**config.mk**
```make
export PLATFORM = sky130hd
export DESIGN_NAME = cla_seq_divider_flat
export DESIGN_NICKNAME = d
export VERILOG_FILES = /design/src/rtl/cla_seq_divider_if.sv /design/src/rtl/cla_seq_divider.sv /design/src/flat_wrapper.sv
export SDC_FILE = /design/constraint.sdc
export NUM_CORES = 1
export LEC_CHECK = 0
export BUFFER_PORTS_ARGS = -buffer_cell sky130_fd_sc_hd__buf_2
export CORE_MARGIN = 5
export CORE_UTILIZATION = 41
export DETAILED_ROUTE_END_ITERATION = 10
export PLACE_DENSITY = 0.69
export SYNTH_ARGS = -nofsm -noshare
export SYNTH_HDL_FRONTEND = slang
export SYNTH_SLANG_ARGS = --single-unit
```
**constraint.sdc**
```tcl
create_clock -name clk -period 5.61 [get_ports clk]
set_input_delay 1.122 -clock clk [delete_from_list [all_inputs] [get_ports clk]]
set_output_delay 1.122 -clock clk [all_outputs]
set_load 0.05 [all_outputs]
```
**src/rtl/cla_seq_divider_if.sv**
```systemverilog
// Start/done request bus between a control sequencer (master) and the sequential divider (slave).
// Operands travel with start; results are held with done until the next completed operation.
interface cla_seq_divider_if #(parameter int WIDTH = 8);
  logic             start;
  logic [WIDTH-1:0] dividend;
  logic [WIDTH-1:0] divisor;
  logic             busy;
  logic             done;
  logic [WIDTH-1:0] quotient;
  logic [WIDTH-1:0] remainder;
  logic             div_by_zero;

  modport master (
    output start, dividend, divisor,
    input  busy, done, quotient, remainder, div_by_zero
  );

  modport slave (
    input  start, dividend, divisor,
    output busy, done, quotient, remainder, div_by_zero
  );
endinterface

```
**src/rtl/cla_seq_divider.sv**
```systemverilog
// Restoring divider, one 4-bit-group carry-lookahead trial subtraction per cycle; done WIDTH+1 cycles after start (1 for divide-by-zero).
// start is ignored while busy; define CLA_DIV_SIGNED_EN for two's-complement operands.
module cla_seq_divider #(
  parameter int WIDTH = 8
) (
  input logic           clk,
  input logic           rst_n,
  cla_seq_divider_if.slave bus
);
  localparam int CW = $clog2(WIDTH);
  localparam int NG = WIDTH / 4;

  typedef enum logic [1:0] {IDLE, RUN, DONE} state_t;

  state_t           state_q, state_d;
  logic [CW-1:0]    cnt_q, cnt_d;
  logic [WIDTH-1:0] prem_q, prem_d;
  logic [WIDTH-1:0] dvd_q, dvd_d;
  logic [WIDTH-1:0] dvs_q, dvs_d;
  logic [WIDTH-1:0] quot_q, quot_d;
  logic [WIDTH-1:0] rem_q, rem_d;
  logic             dbz_q, dbz_d;
`ifdef CLA_DIV_SIGNED_EN
  logic             qneg_q, qneg_d;
  logic             rneg_q, rneg_d;
`endif

  logic [WIDTH:0]   shifted;
  logic [WIDTH-1:0] trial;
  logic [WIDTH-1:0] prem_nx;
  logic [WIDTH-1:0] quo_nx;
  logic             no_borrow;
  logic             accept;

  function automatic logic [4:0] cla4(input logic [3:0] a, input logic [3:0] b, input logic cin);
    logic [3:0] p, g;
    logic [4:0] c;
    p    = a ^ b;
    g    = a & b;
    c[0] = cin;
    c[1] = g[0] | (p[0] & c[0]);
    c[2] = g[1] | (p[1] & g[0]) | (p[1] & p[0] & c[0]);
    c[3] = g[2] | (p[2] & g[1]) | (p[2] & p[1] & g[0]) | (p[2] & p[1] & p[0] & c[0]);
    c[4] = g[3] | (p[3] & g[2]) | (p[3] & p[2] & g[1]) | (p[3] & p[2] & p[1] & g[0])
         | (p[3] & p[2] & p[1] & p[0] & c[0]);
    return {c[4], p ^ c[3:0]};
  endfunction

  // Trial subtract = shifted + ~divisor + 1; the extra top bit only has an implicit 1 in B.
  always_comb begin
    logic             carry;
    logic [4:0]       grp;
    logic [WIDTH-1:0] nb;
    shifted = {prem_q, dvd_q[WIDTH-1]};
    nb      = ~dvs_q;
    carry   = 1'b1;
    trial   = '0;
    for (int i = 0; i < NG; i++) begin
      grp              = cla4(shifted[4*i +: 4], nb[4*i +: 4], carry);
      trial[4*i +: 4]  = grp[3:0];
      carry            = grp[4];
    end
    no_borrow = shifted[WIDTH] | carry;
    prem_nx   = no_borrow ? trial : shifted[WIDTH-1:0];
    quo_nx    = {dvd_q[WIDTH-2:0], no_borrow};
  end

  always_comb begin
    state_d = state_q;
    cnt_d   = cnt_q;
    prem_d  = prem_q;
    dvd_d   = dvd_q;
    dvs_d   = dvs_q;
    quot_d  = quot_q;
    rem_d   = rem_q;
    dbz_d   = dbz_q;
`ifdef CLA_DIV_SIGNED_EN
    qneg_d  = qneg_q;
    rneg_d  = rneg_q;
`endif
    accept  = bus.start && (state_q != RUN);

    case (state_q)
      RUN: begin
        prem_d = prem_nx;
        dvd_d  = quo_nx;
        cnt_d  = cnt_q - 1'b1;
        if (cnt_q == '0) begin
          state_d = DONE;
          cnt_d   = '0;
`ifdef CLA_DIV_SIGNED_EN
          quot_d  = qneg_q ? -quo_nx : quo_nx;
          rem_d   = rneg_q ? -prem_nx : prem_nx;
`else
          quot_d  = quo_nx;
          rem_d   = prem_nx;
`endif
        end
      end
      DONE:    state_d = IDLE;
      default: state_d = state_q;
    endcase

    if (accept) begin
`ifdef CLA_DIV_SIGNED_EN
      dvd_d  = bus.dividend[WIDTH-1] ? -bus.dividend : bus.dividend;
      dvs_d  = bus.divisor[WIDTH-1] ? -bus.divisor : bus.divisor;
      qneg_d = bus.dividend[WIDTH-1] ^ bus.divisor[WIDTH-1];
      rneg_d = bus.dividend[WIDTH-1];
`else
      dvd_d  = bus.dividend;
      dvs_d  = bus.divisor;
`endif
      if (bus.divisor == '0) begin
        state_d = DONE;
        quot_d  = '1;
        rem_d   = bus.dividend;
        dbz_d   = 1'b1;
      end else begin
        state_d = RUN;
        prem_d  = '0;
        cnt_d   = CW'(WIDTH - 1);
        dbz_d   = 1'b0;
      end
    end
  end

  always_ff @(posedge clk or negedge rst_n) begin
    if (!rst_n) begin
      state_q <= IDLE;
      cnt_q   <= '0;
      prem_q  <= '0;
      dvd_q   <= '0;
      dvs_q   <= '0;
      quot_q  <= '0;
      rem_q   <= '0;
      dbz_q   <= 1'b0;
`ifdef CLA_DIV_SIGNED_EN
      qneg_q  <= 1'b0;
      rneg_q  <= 1'b0;
`endif
    end else begin
      state_q <= state_d;
      cnt_q   <= cnt_d;
      prem_q  <= prem_d;
      dvd_q   <= dvd_d;
      dvs_q   <= dvs_d;
      quot_q  <= quot_d;
      rem_q   <= rem_d;
      dbz_q   <= dbz_d;
`ifdef CLA_DIV_SIGNED_EN
      qneg_q  <= qneg_d;
      rneg_q  <= rneg_d;
`endif
    end
  end

  assign bus.busy        = (state_q == RUN);
  assign bus.done        = (state_q == DONE);
  assign bus.quotient    = quot_q;
  assign bus.remainder   = rem_q;
  assign bus.div_by_zero = dbz_q;
endmodule

```
**src/flat_wrapper.sv**
```systemverilog
// flat-port wrapper written by rule: the top's interface ports become plain ports
module cla_seq_divider_flat 
#(
  parameter int WIDTH = 8
)
  (clk, rst_n, bus_start, bus_dividend, bus_divisor, bus_busy, bus_done, bus_quotient, bus_remainder, bus_div_by_zero);
  cla_seq_divider_if #(.WIDTH(WIDTH)) bus_i ();
  input logic clk;
  input logic rst_n;
  input wire logic [$bits(bus_i.start)-1:0] bus_start;
  input wire logic [$bits(bus_i.dividend)-1:0] bus_dividend;
  input wire logic [$bits(bus_i.divisor)-1:0] bus_divisor;
  output wire logic [$bits(bus_i.busy)-1:0] bus_busy;
  output wire logic [$bits(bus_i.done)-1:0] bus_done;
  output wire logic [$bits(bus_i.quotient)-1:0] bus_quotient;
  output wire logic [$bits(bus_i.remainder)-1:0] bus_remainder;
  output wire logic [$bits(bus_i.div_by_zero)-1:0] bus_div_by_zero;
  assign bus_i.start = bus_start;
  assign bus_i.dividend = bus_dividend;
  assign bus_i.divisor = bus_divisor;
  assign bus_busy = bus_i.busy;
  assign bus_done = bus_i.done;
  assign bus_quotient = bus_i.quotient;
  assign bus_remainder = bus_i.remainder;
  assign bus_div_by_zero = bus_i.div_by_zero;
  cla_seq_divider #(.WIDTH(WIDTH)) u_core (.clk(clk), .rst_n(rst_n), .bus(bus_i));
endmodule
```
==> reports/qor.tcl, run 1 <==
set qor(grt_resource_usage_total) 0.152
set qor(post_route_cells_drive_above_1_share) 0.211
set qor(cts_setup_buffers) 0
set qor(status) {complete, no violations}
set qor(drt_drc_violations_left) 0
set qor(number_of_drc_markers_after_the_initial_detailed_route_iteration) 110
set qor(skew_pair_late_insertion_delay_ns) 0.30
set qor(max_slew_margin) 0.290
set qor(drv_slew) 0
set qor(yosys_register_bits) 46
set qor(period_utilization) 0.549
set qor(post_drt_wl_per_cell_um) 14.4
set qor(timing.critical_path.cells) {buf_2, nor4_1, nand4_1, a221oi_1}
set qor(syn_area_mm2) 0.00243
set qor(power.switching_uw) 816
set qor(clock-root-buffer) {clkbuf_8}
set qor(crit_slowest_cell) {nand4_1}
set qor(floorplan.die_area_mm2) 0.00756
set qor(dp_worst_setup_slack_ns) 2.17
set qor(routabilityCongestion) 0.791
set qor(layout.core_utilization) 0.474
set qor(cts-htree-levels) 2
set qor(place_area_mm2) 0.00266
set qor(number_of_warnings_printed_during_yosys_synthesis) 0
set qor(cts_tree) {done}
set qor(dr_total_vias) 1864
set qor(syn_area_per_cell_um2) 9.79
set qor(grt_start_max_net_pins) 47
set qor(cts_hold_buffers) 0
set qor(netlist_instances) 248
set qor(holdCritPathClass) {reg -> reg}
set qor(totalNegativeSetupSlack_ns) 0
set qor(global_route.overflow_total) 0
set qor(finish.instance_area_mm2) 0.00277
set qor(rsz0062_at_grt) {no}
set qor(number_of_antenna_violations_at_the_first_check_in_global_routing) 0
set qor(cts_max_path_buffers) 2
set qor(p_sw_frac) 0.464
set qor(critical_path.startpoint_type) {input port}
set qor(required_ns) 5.78
set qor(p_clk_frac) 0.143
set qor(number_of_detailed_route_iterations_in_the_first_pass) 4
set qor(finalHoldViolations) 0
set qor(final.min_clock_period_ns) 3.08
set qor(initial_utilization) 0.415
set qor(yosys_most_used_dff) {dfrtp_1}
set qor(synthDistinctLibCells) 41
set qor(routed_wl_um) 5170
set qor(timing.critical_path.arrival_ns) 3.25
set qor(worst-setup-path-type) {in -> reg}
set qor(seq_area_frac_synth) 0.474
set qor(first_pass_grt_wire_length_um) 9070
set qor(combinationalPowerShare) 0.533
set qor(fp.dieH_um) 86.9
set qor(irDropWorstVdd_uv) 243
set qor(placementRows) 28
set qor(cts_bufs_inserted) 5
set qor(worst_hold_path_stage_count) 2
set qor(die_width_um) 86.9
set qor(finalSetupViolations) 0
set qor(critPathCaptureType) {register}
set qor(synth_edf_count) 0
set qor(via_per_inst) 5.19
set qor(postSynthNetCount) 279
set qor(reg2regPathDepth) 6
set qor(final.setup.worst_slack_ns) 2.53
set qor(dp.final_hpwl_um) 3820
set qor(grt_pass1_vias) 1916
set qor(nNetsFinal) 314
set qor(pin_count) 38
set qor(ctsResizeCount) 0
set qor(coreArea_mm2) 0.00585
set qor(p_seq_frac) 0.323
set qor(port_buffers) 37
set qor(pwr_density_cell_mw_per_mm2) 635
set qor(hold_ws_ns) 0.484
set qor(tightest_slew_ns) 1.06
set qor(clock-sinks) 46
set qor(cpPeakStageDelay_ns) 0.92
set qor(drt.antenna.violating_nets) 0
set qor(worstPathMaxFanout) 25
set qor(fraction_of_synthesis_flops_using_an_asynchronous_set_or_reset_pin) 1.00
set qor(max_clock_freq_mhz) 325
set qor(syn_to_final_growth_pct) 14.2
set qor(intPower_uw) 943
set qor(cap_viol_max_count) 0
set qor(cts.clk_slew.worst_paths_ns) 0.10
set qor(static-leakage-power_nw) 1.34
set qor(insertedDiodeCount) 0
set qor(fin_worst_skew_ns) 0.0102
==> sequential cells by signal, summed over array words and instances, names as in the netlist <==
signal	cells
u_core.bus.quotient	8
u_core.bus.remainder	8
u_core.dvd_q	8
u_core.dvs_q	8
u_core.prem_q	8
u_core.cnt_q	3
u_core.state_q	2
u_core.bus.div_by_zero	1
==> cell usage in the layout, fill, tap and decap left out, drive strengths merged, types with 3 or more instances in the layout <==
cell	Yosys	layout
nand2	45	45
inv	14	15
nand3	13	13
clkbuf	6	5
o21ai	21	21
buf	3	38
ha	11	11
o211ai	3	3
mux2i	15	15
mux2	9	9
nor2	19	19
a21oi	7	7
dfrtp	46	46
a221oi	6	6
==> stage by stage <==
step                      total power [mW]  instances
final                                 1.76        359
after global routing                  1.91        359
after CTS                             1.77        359
after detailed placement              1.52        351
after global placement                1.50        351
after floorplan                       1.31        248
==> cell type report <==
type | instances | area (µm²)
timing repair buffer | 38 | 193
sequential | 46 | 1150
multi-input combinational | 178 | 1170
fill | 550 | 3080
tap | 75 | 93.8
clock buffer | 5 | 68.8
inverter | 14 | 52.6
clock inverter | 3 | 43.8
==> synthesized netlist by cell type (3+ instances only) <==
cell type | n | share of area
dfrtp_1 | 46 | 0.47
inv_1 | 14 | 0.022
o21ai_0 | 20 | 0.041
nand2_1 | 45 | 0.070
o211ai_1 | 3 | 0.0093
a21oi_1 | 7 | 0.014
nand3_1 | 13 | 0.027
nor2_1 | 19 | 0.029
ha_1 | 11 | 0.057
mux2i_1 | 15 | 0.062
clkbuf_1 | 6 | 0.0093
a221oi_1 | 6 | 0.022
mux2_2 | 9 | 0.042
==> path summary, 6_finish.rpt <==
kind	start	slack [ns]	endpoint
hold reg to reg	u_core.bus.div_by_zero	0.48	u_core.bus.div_by_zero
setup reg to reg	u_core.prem_q[4]	3.03	u_core.bus.remainder[0]
min in group asynchronous	rst_n	0.99	u_core.dvs_q[7]
hold / removal	u_core.bus.div_by_zero	0.48	u_core.bus.div_by_zero
setup / recovery	bus_divisor[1]	2.53	u_core.bus.remainder[0]
max in group asynchronous	rst_n	4.00	u_core.dvd_q[3]
==> logic make-up after synthesis <==
group | count (synthesis) | synth area share
xor+xnor | 4 | 0.0144
fa+ha+maj | 12 | 0.0649
compound gates | 51 | 0.145
flops | 46 | 0.474
simple gates | 87 | 0.154
mux | 24 | 0.104
buf+inv | 24 | 0.0443
==> critical path: cells and delay by family <==
kind | cells | cell delay [ns]
buffers and inverters | 1 | 0.10
AO/OA/AOI/OAI | 1 | 0.63
AND/OR/NAND/NOR | 2 | 1.40
==> power by group through the flow <==
stage               Clock, mW  Sequential [mW]  Combinational (mW)
detailed placement          0            0.575               0.944
global placement            0            0.572               0.929
global route            0.271            0.588                1.05
floorplan                   0            0.733               0.574
CTS                     0.257            0.569               0.948
finish                  0.252            0.568               0.938
==> routing by layer <==
| metal | global-route usage | part of all wire | vias to the layer above |
|---|---|---|---|
| met1 | 0.190 | 0.46 | 892 |
| met4 | 0.0382 | 0.0044 | 0 |
| met2 | 0.260 | 0.49 | 34 |
| met5 | 0 | 0 | - |
| met3 | 0.0426 | 0.042 | 2 |
| li1 | - | - | 936 |
Power figures use the tool's default switching activity.
==> run 2, diff against run 1 <==
--- a/config.mk
+++ b/config.mk
@@ -5,11 +5,12 @@
 export SDC_FILE = /design/constraint.sdc
 export NUM_CORES = 1
 export LEC_CHECK = 0
+export ABC_AREA = 1
 export BUFFER_PORTS_ARGS = -buffer_cell sky130_fd_sc_hd__buf_2
 export CORE_MARGIN = 5
 export CORE_UTILIZATION = 41
 export DETAILED_ROUTE_END_ITERATION = 10
-export PLACE_DENSITY = 0.69
+export PLACE_DENSITY = 0.71
 export SYNTH_ARGS = -nofsm -noshare
 export SYNTH_HDL_FRONTEND = slang
 export SYNTH_SLANG_ARGS = --single-unit
==> constraint.sdc (replaced) <==
create_clock -name clk -period 2.74 [get_ports clk]
set_input_delay 0.548 -clock clk [delete_from_list [all_inputs] [get_ports clk]]
set_output_delay 0.548 -clock clk [all_outputs]
set_load 0.05 [all_outputs]
==> run 2 against run 1 <==
Area after synthesis is 7.5% higher. Largest cell class unchanged. Clock power is 63% higher. Synthesized cell count rose by 31%. Clock skew fell by 0.0060 ns. Critical endpoint is now u_core.bus.remainder[5]. Cell count grew 23%. Via count grew 18%. Register-to-register slack got worse by 2.4 ns. Count of clock-buffer cells in the layout unchanged. Worst hold slack lost 0.32 ns. Utilization fell by 0.43 points.
==> reports/qor.tcl, run 2 <==
set qor(netlist_instances) 326
set qor(post_drt_wl_per_cell_um) 13.7
set qor(cts_max_path_buffers) 2
set qor(yosys.area_share.adder) 0.0604
set qor(critical_path.startpoint_type) {register}
set qor(routabilityCongestion) 0.908
set qor(holdCritPathClass) {in -> async}
set qor(route.met3.wl_um) 377
set qor(tightest_slew_ns) 0.656
set qor(largest_family_of_logic_cells_by_synthesized_area) {simple AND/OR/NAND/NOR gates}
set qor(port_buffers) 37
set qor(synthSimpleGateAreaFrac) 0.304
set qor(pin_count) 38
set qor(top_signal_layer_used) {met4}
set qor(syn_area_mm2) 0.00261
set qor(yosys_register_bits) 46
set qor(dp_worst_setup_slack_ns) 0.645
set qor(most_instantiated_library_cell_after_synthesis) {nand2_1}
set qor(finalSetupViolations) 0
set qor(synth_compound_gate_area_share) 0.0897
set qor(syn_area_per_cell_um2) 8.00
set qor(dp.final_hpwl_um) 4530
set qor(layout_commonest_cell) {nand2_1}
set qor(clock-root-buffer) {clkbuf_8}
set qor(grt_pass1_vias) 2373
set qor(routed_wl_um) 6050
set qor(met2_length_um) 2690
set qor(cts-htree-levels) 2
set qor(fraction_of_synthesis_flops_using_an_asynchronous_set_or_reset_pin) 1.00
set qor(status) {complete, no violations}
set qor(placementRows) 29
set qor(via_per_inst) 5.01
set qor(reg2regPathDepth) 11
set qor(synth_xor_xnor_area_share) 0.0101
set qor(grt_resource_usage_total) 0.165
set qor(post_route_cells_drive_above_1_share) 0.195
set qor(floorplan.die_area_mm2) 0.00806
set qor(dr_total_vias) 2208
set qor(coreArea_mm2) 0.00628
set qor(clock-sinks) 46
set qor(number_of_antenna_violations_at_the_first_check_in_global_routing) 0
set qor(first_pass_grt_wire_length_um) 11100
set qor(static-leakage-power_nw) 1.53
set qor(met1_length_um) 2940
set qor(required_ns) 2.93
set qor(report.power.total_mw) 3.97
set qor(synthDistinctLibCells) 35
set qor(r2r_slack_ns) 0.63
set qor(totalNegativeSetupSlack_ns) 0
set qor(ctsResizeCount) 0
set qor(max_clock_freq_mhz) 474
set qor(rsz0062_at_grt) {no}
set qor(cts_bufs_inserted) 5
set qor(drv_slew) 0
set qor(hold_ws_ns) 0.167
set qor(insertedDiodeCount) 0
set qor(syn_to_final_growth_pct) 12.9
set qor(cts_setup_buffers) 0
set qor(yosys_most_used_dff) {dfrtp_1}
set qor(critPathCaptureType) {register}
set qor(worstPathMaxFanout) 4
set qor(final.setup.worst_slack_ns) 0.631
set qor(seq_area_frac_synth) 0.441
set qor(die_width_um) 89.8
set qor(synth_mux_area_frac) 0
set qor(global_route.overflow_total) 0
set qor(number_of_drc_markers_after_the_initial_detailed_route_iteration) 164
set qor(period_utilization) 0.770
set qor(max_slew_margin) 0.561
set qor(layout_common_cells) {nand2_1 (86), inv_1 (47), dfrtp_1 (46)}
set qor(number_of_warnings_printed_during_yosys_synthesis) 0
set qor(initial_utilization) 0.416
set qor(irDropWorstVdd_uv) 602
set qor(number_of_detailed_route_iterations_in_the_first_pass) 4
set qor(final.min_clock_period_ns) 2.11
set qor(fin_worst_skew_ns) 0.00420
set qor(nNetsFinal) 395
set qor(drt.antenna.violating_nets) 0
set qor(drt_drc_violations_left) 0
set qor(worst-setup-path-type) {reg -> reg}
set qor(cap_viol_max_count) 0
set qor(synth_area_leaders) {dfrtp_1 (44%), nand2_1 (12%), inv_1 (6.8%), nand3_1 (5.9%), ha_1 (5.3%)}
set qor(cts_tree) {done}
set qor(finalHoldViolations) 0
set qor(grt_start_max_net_pins) 33
set qor(timing.critical_path.arrival_ns) 2.30
set qor(cts.clk_slew.worst_paths_ns) 0.09
set qor(yosysTopAreaCellShare) 0.441
set qor(yosys-top-cells-count) {nand2_1 (86), inv_1 (47), dfrtp_1 (46)}
set qor(skew_pair_late_insertion_delay_ns) 0.30
set qor(final.fill_count) 632
set qor(cts_hold_buffers) 0
set qor(fp.dieH_um) 89.8
set qor(postSynthNetCount) 357
set qor(pwr_density_cell_mw_per_mm2) 1350
set qor(synth_edf_count) 0
set qor(post-synth-top-area-cell) {dfrtp_1}
run 2: changes by cell type in the layout (fill, tap and decap cells not counted), moves of 4 or more:
cell	change
or2_2	+4
mux2_2	-9
nand3_1	+18
nor2_4	+5
inv_1	+33
a221oi_1	-6
o221ai_1	+7
mux2i_1	-15
nand4_1	+4
nand2_2	+4
nand2_1	+41
run 2: kinds of logic after synthesis:
kind of cell / Yosys count
DFF: 46
and+or+nand+nor: 168
xor gates and xnor gates: 3
adders and majority gates: 12
AOI/OAI and AO/OA: 37
buffers and inverters: 60
run 2: cell type report:
cell class	count	area, µm²	share of cell area
Inverter	51	196	0.0667
Sequential cell	46	1150	0.391
Clock inverter	2	15.0	0.00510
Tap cell	77	96.3	0.0327
Clock buffer	5	68.8	0.0234
Timing Repair Buffer	40	208	0.0705
Multi-Input combinational cell	220	1210	0.411
run 2: stage by stage:
step                std cells  cell area, µm²  utilization
global route              441            2950        0.469
finish                    441            2950        0.469
detailed placement        434            2860        0.456
CTS                       441            2950        0.469
global placement          434            2860        0.456
floorplan                 326            2610            -
run 2: path summary, 6_finish.rpt:
kind,end,from
hold / removal,u_core.state_q[1],rst_n
max in group asynchronous,u_core.bus.remainder[5],rst_n
hold reg to reg,u_core.bus.div_by_zero,u_core.bus.div_by_zero
min in group clk,u_core.bus.remainder[4],bus_dividend[4]
setup / recovery,u_core.bus.remainder[5],u_core.prem_q[2]
setup reg to reg,u_core.bus.remainder[5],u_core.prem_q[2]
run 2: power by group:
part           total [mW]  leakage [nW]  internal [mW]  switching (mW)
Clock               0.412        0.0362          0.175           0.237
Combinational        2.44         0.944          0.778            1.66
Sequential           1.12         0.549          0.967           0.154
Total                3.97          1.53           1.92            2.05
run 2: worst max-delay path: stages (launching register included):
cell and delay (ns):
dfrtp_1 0.42, ha_1 0.34, nand2_1 0.08, nand2_1 0.06, nor2_2 0.11, nand2_2 0.10
fa_1 0.44, xor2_1 0.15, nand2_1 0.09, nand3_1 0.07, nand3_1 0.09, nand2_1 0.06
run 2: metal layers:
metal | global-route usage | vias to the layer above
met2 | 0.248 | 61
met4 | 0.0529 | 0
li1 | - | 1111
met1 | 0.235 | 1032
met5 | 0 | -
met3 | 0.0342 | 4
==> run 3, diff against run 2 <==
--- a/config.mk
+++ b/config.mk
@@ -5,7 +5,7 @@
 export SDC_FILE = /design/constraint.sdc
 export NUM_CORES = 1
 export LEC_CHECK = 0
-export ABC_AREA = 1
+export ABC_AREA = 0
 export BUFFER_PORTS_ARGS = -buffer_cell sky130_fd_sc_hd__buf_2
 export CORE_MARGIN = 5
 export CORE_UTILIZATION = 41
==> constraint.sdc (replaced) <==
create_clock -name clk -period 1.7 [get_ports clk]
set_input_delay 0.34 -clock clk [delete_from_list [all_inputs] [get_ports clk]]
set_output_delay 0.34 -clock clk [all_outputs]
set_load 0.05 [all_outputs]
==> run 3 against run 2 <==
The flow now finishes with violations (hold timing, setup timing). Wire length did not move. Count of clock-buffer cells in the layout is the same. Sequential power rose by 67%.
==> reports/qor.tcl, run 3 (synthesized netlist as in run 1, its figures left out) <==
set qor(status) {complete, but fails checks}
set qor(violations_in_the_final_reports) {hold timing, setup timing}
set qor(post_drt_wl_per_cell_um) 14.9
set qor(hold_ws_ns) -0.0172
set qor(nNetsFinal) 360
set qor(reg2regPathDepth) 7
set qor(critical_r2r_launch) {u_core.dvs_q[5]}
set qor(layout_common_cells) {dfrtp_1 (46), nand2_1 (45), buf_4 (42)}
set qor(final.min_clock_period_ns) 2.14
set qor(number_of_drc_markers_after_the_initial_detailed_route_iteration) 110
set qor(p_sw_frac) 0.446
set qor(finalHoldViolations) 6
set qor(critical_path.startpoint_type) {register}
set qor(insertedDiodeCount) 0
set qor(first_pass_grt_wire_length_um) 9920
set qor(port_buffers) 37
set qor(cts.clk_slew.worst_paths_ns) 0.09
set qor(finish.instance_area_mm2) 0.00331
set qor(dr_total_vias) 2105
set qor(fp.dieH_um) 86.9
set qor(floorplan.die_area_mm2) 0.00756
set qor(static-leakage-power_nw) 1.58
set qor(timing.critical_path.arrival_ns) 2.35
set qor(r2r_slack_ns) -0.44
set qor(max_slew_margin) 0.654
set qor(routed_wl_um) 6050
set qor(skew_pair_late_insertion_delay_ns) 0.30
set qor(fin_worst_skew_ns) 0.00586
set qor(cap_viol_max_count) 0
set qor(routabilityCongestion) 0.793
set qor(totalNegativeSetupSlack_ns) -5.74
set qor(top_signal_layer_used) {met4}
set qor(drv_slew) 0
set qor(worstPathMaxFanout) 3
set qor(power.switching_mw) 3.22
set qor(grt_start_max_net_pins) 47
set qor(clock-root-buffer) {clkbuf_8}
set qor(holdCritPathClass) {in -> async}
set qor(die_width_um) 86.9
set qor(period_utilization) 1.26
set qor(p_seq_frac) 0.260
set qor(pin_count) 38
set qor(cts_hold_buffers) 0
set qor(route.met3.wl_um) 268
set qor(intPower_mw) 4.00
set qor(final.setup.worst_slack_ns) -0.436
set qor(cts_max_path_buffers) 2
set qor(max_clock_freq_mhz) 468
set qor(rsz0062_at_grt) {yes}
set qor(pwr_density_cell_mw_per_mm2) 2180
set qor(cts-htree-levels) 2
set qor(timing.rr.end) {u_core.bus.remainder[0]}
set qor(global_route.overflow_total) 0
set qor(placementRows) 28
set qor(combinationalPowerShare) 0.625
set qor(grt_resource_usage_total) 0.165
set qor(number_of_detailed_route_iterations_in_the_first_pass) 4
set qor(finalSetupViolations) 18
set qor(p_clk_frac) 0.115
set qor(required_ns) 1.91
set qor(grt_pass1_vias) 2105
set qor(syn_to_final_growth_pct) 36.4
set qor(worst-setup-path-type) {reg -> reg}
set qor(met2_length_um) 3130
set qor(post_route_cells_drive_above_1_share) 0.391
set qor(place_area_mm2) 0.00307
set qor(irDropWorstVdd_uv) 1150
set qor(number_of_antenna_violations_at_the_first_check_in_global_routing) 0
set qor(critPathCaptureType) {register}
set qor(dp.final_hpwl_um) 4520
set qor(coreArea_mm2) 0.00585
set qor(tightest_slew_ns) 0.517
set qor(drt.antenna.violating_nets) 0
set qor(drt_drc_violations_left) 0
set qor(initial_utilization) 0.415
set qor(via_per_inst) 5.20
set qor(cts_tree) {done}
set qor(cts_bufs_inserted) 5
set qor(layout_commonest_cell) {dfrtp_1}
set qor(met1_length_um) 2630
set qor(clock-sinks) 46
[run 3: stage by stage]
| stage | total power, mW | hold WS (ns) | cells | util | setup slack, ns |
|---|---|---|---|---|---|
| final | 7.22 | -0.0172 | 405 | 0.566 | -0.436 |
| after global routing | 7.68 | 0.0314 | 405 | 0.566 | -0.506 |
| after global placement | 5.78 | 0.344 | 393 | 0.524 | -0.384 |
| after CTS | 6.91 | 0.0205 | 403 | 0.552 | -0.410 |
| after floorplan | 4.58 | 0.0444 | 248 | - | -0.482 |
| after detailed placement | 5.90 | 0.343 | 393 | 0.524 | -0.444 |
[run 3: critical path, cell delays in order, from the launching register on]
cell and delay, ns:
dfrtp_1 0.40, inv_2 0.07, ha_4 0.20, a21o_1 0.17
or4_4 0.43, o21ai_4 0.21, mux2_4 0.34, a221oi_2 0.24
[run 3: cell type report]
class	count	area [µm²]
fillers	491	2540
repair buffers	84	572
clock buffers	5	68.8
clock inverters	3	43.8
well taps	75	93.8
flip-flops and latches	46	1150
inverters	14	52.6
multi-input cells	178	1330
[run 3: worst max-delay path by stage]
stage	slack (ns)	from	endpoint	cells past startpoint
after floorplan	-0.48	u_core.dvs_q[5]	u_core.bus.remainder[0]	7
after global placement	-0.38	u_core.dvs_q[5]	u_core.bus.remainder[0]	7
after CTS	-0.41	u_core.dvs_q[5]	u_core.bus.remainder[0]	7
after global routing	-0.51	u_core.dvs_q[0]	u_core.bus.remainder[5]	8
final	-0.44	u_core.dvs_q[5]	u_core.bus.remainder[0]	7
after detailed placement	-0.44	u_core.dvs_q[5]	u_core.bus.remainder[0]	7
[run 3: timing repair]
action,in CTS,in global routing
pin swaps,3,7
setup endpoints to repair,19,19
resized for setup,10,16
buffers inserted,2,2
[run 3: metal layers]
layer  track usage  vias to the layer above
met4        0.0312                        0
met3        0.0293                        5
met5             0                        -
li1              -                     1030
met2         0.299                       42
met1         0.206                     1028
[run 3: power by group through the flow]
stage | registers [mW] | logic [mW] | clock network [mW]
floorplan | 2.43 | 2.15 | 0
global placement | 1.87 | 3.90 | 0
detailed placement | 1.89 | 4.01 | 0
CTS | 1.87 | 4.19 | 0.843
global route | 1.93 | 4.86 | 0.885
finish | 1.87 | 4.51 | 0.828
